File: config.mk
export PLATFORM = sky130hd
export DESIGN_NAME = clk_div_ctrl
export DESIGN_NICKNAME = d
export VERILOG_FILES = /design/src/rtl/clk_div_ctrl.sv
export SDC_FILE = /design/constraint.sdc
export NUM_CORES = 1
export LEC_CHECK = 0
export BUFFER_PORTS_ARGS = -buffer_cell sky130_fd_sc_hd__buf_2
export CAP_MARGIN = 20
export CORE_ASPECT_RATIO = 1.4
export CORE_MARGIN = 2
export CORE_UTILIZATION = 50
export DETAILED_ROUTE_END_ITERATION = 10
export PLACE_DENSITY_LB_ADDON = 0.25
export REMOVE_ABC_BUFFERS = 1
export SLEW_MARGIN = 10
export SYNTH_ARGS = -nofsm -noshare
export SYNTH_HDL_FRONTEND = slang
export SYNTH_SLANG_ARGS = --single-unit
File: constraint.sdc
create_clock -name sys_clk -period 3.4 [get_ports sys_clk]
set_clock_uncertainty 0.15 [all_clocks]
set_input_delay 0 -clock sys_clk [delete_from_list [all_inputs] [get_ports sys_clk]]
set_output_delay 0 -clock sys_clk [all_outputs]
set_load 0.01 [all_outputs]
File: src/rtl/clk_div_ctrl.sv
// Programmable clock divider with a two-requester ratio-change arbiter.
// Ratio changes are deferred to a period boundary so clk_out never glitches.
module clk_div_ctrl #(
  parameter int unsigned DIV_W   = 4,
  parameter int unsigned DEF_DIV = 5
) (
  input  logic             sys_clk,
  input  logic             sys_rst_n,
  input  logic             req_a,
  input  logic [DIV_W-1:0] div_a,
  input  logic             req_b,
  input  logic [DIV_W-1:0] div_b,
  output logic             gnt_a,
  output logic             gnt_b,
  output logic             err_a,
  output logic             err_b,
  output logic             busy,
  output logic [DIV_W-1:0] div_cur,
  output logic             clk_out,
  output logic             clk_flag
);

  localparam logic [DIV_W-1:0] DEF_DIV_V = DIV_W'(DEF_DIV);
  localparam logic [DIV_W-1:0] DIV_ONE   = DIV_W'(1);
  localparam logic [DIV_W-1:0] DIV_MIN   = DIV_W'(2);

  typedef enum logic [1:0] {
    IDLE,
    GRANT,
    PEND
  } state_t;

  state_t           state, state_nxt;
  logic [DIV_W-1:0] cnt, cnt_nxt;
  logic [DIV_W-1:0] div_nxt;
  logic [DIV_W-1:0] div_eff;
  logic [DIV_W-1:0] win_div;
  logic             run;
  logic             last_b;
  logic             win_b;
  logic             legal;
  logic             arb;
  logic             boundary;
  logic             apply;
  logic             gnt_a_nxt, gnt_b_nxt, err_a_nxt, err_b_nxt, busy_nxt;
  logic             clk_pos, clk_pos_nxt, clk_neg, clk_flag_nxt;

  // last_b=1 means B was served last, so A wins a tie.
  always_comb begin
    win_b    = req_b & ~(req_a & last_b);
    win_div  = win_b ? div_b : div_a;
    legal    = (win_div >= DIV_MIN);
    boundary = run & (cnt == (div_cur - DIV_ONE));

    state_nxt = state;
    arb       = 1'b0;
    apply     = 1'b0;
    gnt_a_nxt = 1'b0;
    gnt_b_nxt = 1'b0;
    err_a_nxt = 1'b0;
    err_b_nxt = 1'b0;
    busy_nxt  = busy;

    case (state)
      IDLE: begin
        if (req_a | req_b) begin
          arb = 1'b1;
          if (legal) begin
            state_nxt = GRANT;
            busy_nxt  = 1'b1;
            gnt_a_nxt = ~win_b;
            gnt_b_nxt = win_b;
          end else begin
            err_a_nxt = ~win_b;
            err_b_nxt = win_b;
          end
        end
      end
      GRANT, PEND: begin
        if (boundary) begin
          apply     = 1'b1;
          busy_nxt  = 1'b0;
          state_nxt = IDLE;
        end else begin
          state_nxt = PEND;
        end
      end
      default: state_nxt = IDLE;
    endcase

    // The first edge after reset starts period 0 instead of advancing the count.
    div_eff      = apply ? div_nxt : div_cur;
    cnt_nxt      = (!run || boundary) ? '0 : cnt + DIV_ONE;
    clk_pos_nxt  = (cnt_nxt < (div_eff >> 1));
    clk_flag_nxt = (cnt_nxt == (div_eff - DIV_ONE));
  end

  always_ff @(posedge sys_clk or negedge sys_rst_n) begin
    if (!sys_rst_n) begin
      state    <= IDLE;
      cnt      <= '0;
      run      <= 1'b0;
      div_cur  <= DEF_DIV_V;
      div_nxt  <= '0;
      last_b   <= 1'b1;
      gnt_a    <= 1'b0;
      gnt_b    <= 1'b0;
      err_a    <= 1'b0;
      err_b    <= 1'b0;
      busy     <= 1'b0;
      clk_pos  <= 1'b0;
      clk_flag <= 1'b0;
    end else begin
      state    <= state_nxt;
      cnt      <= cnt_nxt;
      run      <= 1'b1;
      gnt_a    <= gnt_a_nxt;
      gnt_b    <= gnt_b_nxt;
      err_a    <= err_a_nxt;
      err_b    <= err_b_nxt;
      busy     <= busy_nxt;
      clk_pos  <= clk_pos_nxt;
      clk_flag <= clk_flag_nxt;
      if (arb) begin
        last_b <= win_b;
      end
      if (arb && legal) begin
        div_nxt <= win_div;
      end
      if (apply) begin
        div_cur <= div_nxt;
      end
    end
  end

  always_ff @(negedge sys_clk or negedge sys_rst_n) begin
    if (!sys_rst_n) begin
      clk_neg <= 1'b0;
    end else begin
      clk_neg <= clk_pos;
    end
  end

  // div_cur only changes while clk_pos and clk_neg are both low, so the odd/even select is safe.
  assign clk_out = clk_pos | (div_cur[0] & clk_neg);

endmodule
* Word-level counts from Yosys, hierarchy flattened
Cells that the tools add are included.
Widths: inputs -> output; s select.
** Operators by class
- Reduce and logical (&&, ||, !) cells :: 8
- Multiplexer cells :: 27
- Bitwise logic cells :: 8
- Order comparisons :: 2
- $add $sub $neg :: 3
- Equality and inequality tests :: 7
** Operators by type and width (number)
- $mux 1 :: 19
- $mux 4 :: 3
- $eq 4x4->1 :: 2
- $sub 4x1->4 const B :: 2
- $mux 2 :: 3
- $ne 2x2->1 const B :: 3
- $add 4x1->4 const B :: 1
- $and 1x1->1 :: 4
- $ge 4x2->1 const B :: 1
- $lt 4x3->1 :: 1
- $pmux 2 s2 :: 1
- $reduce_and 4->1 :: 1
- $eq 2x1->1 const B :: 1
- $eq 2x2->1 const B :: 1
- $logic_not 2->1 :: 1
- $not 1->1 :: 2
- $or 1x1->1 :: 2
- $pmux 1 s2 :: 1
- $reduce_and 2->1 :: 1
- $reduce_bool 2->1 :: 1
- $reduce_or 2->1 :: 1
- $logic_and 1x1->1 :: 1
- $logic_not 1->1 :: 1
- $logic_or 1x1->1 :: 1
** Word-level totals
- Register bits :: 24
- Output and inout bits :: 11
- Input bits :: 12
- Logic and storage cells :: 69

* Depth between registers and ports, before layout
- Depth after elaboration :: 8
- Gate-level depth with buffers :: 13
- Gate-level depth less buffers :: 13

==> impl_metrics.json <==
{
  "cp_slowest_cell": "dfstp_2",
  "drv_cap": 0,
  "firstDrtPassIters": 4,
  "setup_viol": 0,
  "cts_buffers": 3,
  "tightest_slew_ns": 0.518,
  "drt-vias-per-instance": 5.44,
  "hp-class": "in -> async",
  "power.total_w": 0.000893,
  "start_util": 0.528,
  "ys_types": 44,
  "area_delta_synth_final_pct": 25.3,
  "internal_power_w": 0.000606,
  "synth.ff_latch_count": 24,
  "clockRootBuffer": "clkbuf_4",
  "post_dp_cell_area_sq_mm": 0.00155,
  "fin_ws_ns": 0.246,
  "max_stage_delay_ns": 0.61,
  "grt_pass1_vias": 1230,
  "endpoint": "clk_flag",
  "p_per_area_mw_per_mm2": 517,
  "fin_crit_sh": 0.928,
  "final_cell_count_no_fill": 210,
  "place_inst": 193,
  "post_drt_wl_per_cell_um": 14.9,
  "setup-tns-final_ns": 0,
  "path_clk_slew_ns": 0.15,
  "gp_congestion": 0.930,
  "final_hold_viol_count": 0,
  "critPathKind": "reg -> reg",
  "cts.htree.levels": 1,
  "synth_top_cell_by_area": "dfrtp_1",
  "post_cts_buffers": 0,
  "yosysMostFrequentCell": "dfrtp_1",
  "drive_gt1_frac": 0.224,
  "synth-seq-area-share": 0.438,
  "p_sw_frac": 0.322,
  "ys.flop_type": "dfrtp_1",
  "async_flop_share": 1.00,
  "final_max_slew_viol_count": 0,
  "rows": 22,
  "cts_tree": "done",
  "regToRegSetupSlack_ns": 0.25,
  "rsz0062_at_grt": "no",
  "cp_data_arrival_time_ns": 3.27,
  "required_ns": 3.52,
  "clkLatencyLatePin_ns": 0.32,
  "antenna_cells": 0,
  "clock.fmax_mhz": 317,
  "grt_pass1_wl_um": 5430,
  "netlist.area_leader.share": 0.363,
  "antenna_left": 0,
  "power_switching_w": 0.000288,
  "vias": 1142,
  "pwr-share-comb": 0.329,
  "fin_crit_ns": 3.15,
  "synthCells": 134,
  "clock_sinks": 24,
  "grt_max_degree": 25,
  "routed_wl_um": 3130,
  "drt_iter0_drc": 25,
  "gr-usage-all-layers": 0.223,
  "power_frac_seq": 0.438,
  "cp-start-kind": "register",
  "final_nets": 193,
  "endpoint_kind": "register",
  "cp_cell_sequence": "inv_1 > ha_1 > xor2_1 > nand3_1 > nor3_2 > a21o_1 > inv_1 > ha_1 > or4b_1 > mux2i_1 > a2bb2oi_2",
  "overflow": 0,
  "cts_buffer_depth": 2,
  "grt_antenna_before_repair": 0,
  "dieWidth_um": 48.4,
  "syn_avg_cell_area_sq_um": 10.3,
  "fillCellCount": 218,
  "rr_startpoint": "div_cur[0]",
  "crit_fanout": 6,
  "ir_worst_vdd_mv": 0.391,
  "io_pins": 23,
  "slew-limit-headroom": 0.651,
  "final_cell_area_sq_mm": 0.00173,
  "pre_cts_ws_ns": 0.253,
  "synth_area_sq_mm": 0.00138,
  "p_clk_frac": 0.233,
  "startpoint": "div_cur[0]",
  "port_buffers": 22,
  "yosysWarningCount": 0,
  "status": "finished, final reports clean",
  "synth_edf_count": 0,
  "hpwl_um": 2350,
  "core_sq_mm": 0.00262,
  "p_leak_nw": 0.837,
  "r2r_cells": 11,
  "die_area_sq_mm": 0.00320,
  "drc": 0,
  "ys_top_cells_by_area": "dfrtp_1 36%, mux2i_1 5.8%, dfstp_2 5.7%",
  "regToRegEndpoint": "clk_flag",
  "yosys-top-cells-count": "20 x dfrtp_1, 13 x inv_1, 12 x nor2_1, 8 x mux2i_1",
  "fp.dieH_um": 66.2
}
## worst max-delay path, delay by kind of cell (launching register included)
| kind | cells | cell delay (ns) |
|---|---|---|
| DFF | 1 | 0.61 |
| xor gates and xnor gates | 1 | 0.16 |
| AOI/OAI and AO/OA | 2 | 0.37 |
| and+or+nand+nor | 3 | 0.91 |
| muxes | 1 | 0.19 |
| adders and majority gates | 2 | 0.59 |
| buffers and inverters | 2 | 0.13 |
## cell type report
class / instances / area [sq um] / share of cell area
multi-input combinational: 95 / 716 / 0.414
sequential: 24 / 604 / 0.349
timing repair buffer: 38 / 263 / 0.152
inverter: 13 / 48.8 / 0.0282
tap: 36 / 45.0 / 0.0260
clock inverter: 1 / 30.0 / 0.0174
clock buffer: 3 / 22.5 / 0.0130
## metrics by stage
stage,utilization,hold slack [ns]
global placement,0.591,-0.142
detailed placement,0.591,-0.131
floorplan,-,-0.446
CTS,0.661,0.0510
global route,0.661,0.0732
finish,0.661,0.0160
## cell families after synthesis
logic type                 Yosys count  synth area share
and+or+nand+nor                     35             0.137
AOI/OAI and AO/OA                   34             0.176
DFF                                 24             0.438
buffers and inverters               15            0.0435
xor gates and xnor gates            11            0.0907
muxes                                8            0.0580
adders and majority gates            6            0.0544
other                                1           0.00272
## sequential cells by signal, indices dropped and copies added (netlist names), 2 cells and up
| register | flops |
|---|---|
| state | 2 |
| div_nxt | 4 |
| div_cur | 4 |
| cnt | 4 |
## how the worst min path moves through the flow
stage,to,slack [ns],cells past startpoint
final,div_nxt[0],0.02,2
after global routing,clk_pos,0.07,2
after CTS,clk_flag,0.05,2
after detailed placement,clk_pos,-0.13,1
after global placement,cnt[2],-0.14,1
after floorplan,busy,-0.45,0
## metal layers
| metal | track usage | part of all wire |
|---|---|---|
| met1 | 0.235 | 0.39 |
| met2 | 0.432 | 0.55 |
| met3 | 0.0136 | 0.019 |
| met4 | 0.136 | 0.037 |
| met5 | 0 | 0 |
## power by group through the flow
| stage | logic (W) | registers (W) | clock network (W) |
|---|---|---|---|
| after floorplan | 0.000187 | 0.000392 | 0 |
| after global placement | 0.000261 | 0.000395 | 0 |
| after detailed placement | 0.000267 | 0.000399 | 0 |
| after CTS | 0.000294 | 0.000393 | 0.000210 |
| after global routing | 0.000328 | 0.000399 | 0.000221 |
| final | 0.000294 | 0.000391 | 0.000208 |
## cell usage in the layout, fill, tap and decap left out, types with 2 or more instances in the layout
master,count
a21o_1,3
inv_1,13
nand3_1,3
o22ai_1,2
mux2i_1,8
o311ai_0,2
xor2_2,2
dfrtp_1,20
xnor2_1,6
dlygate4sd3_1,13
buf_4,3
a31oi_1,2
and3_1,3
nor2_1,12
clkbuf_4,3
ha_1,6
buf_2,22
a21oi_1,6
o31ai_1,2
nand2_1,4
a21boi_0,2
xor2_1,2
nor3_1,3
dfstp_2,3
o21ai_0,5
nand4_1,2
nor3_2,2
## repair_timing
action | CTS | global route
hold buffers | 13 | 0
resized for setup | 0 | 0
hold endpoints to repair | 32 | 0
No activity file was read; power rests on OpenSTA's default activity.
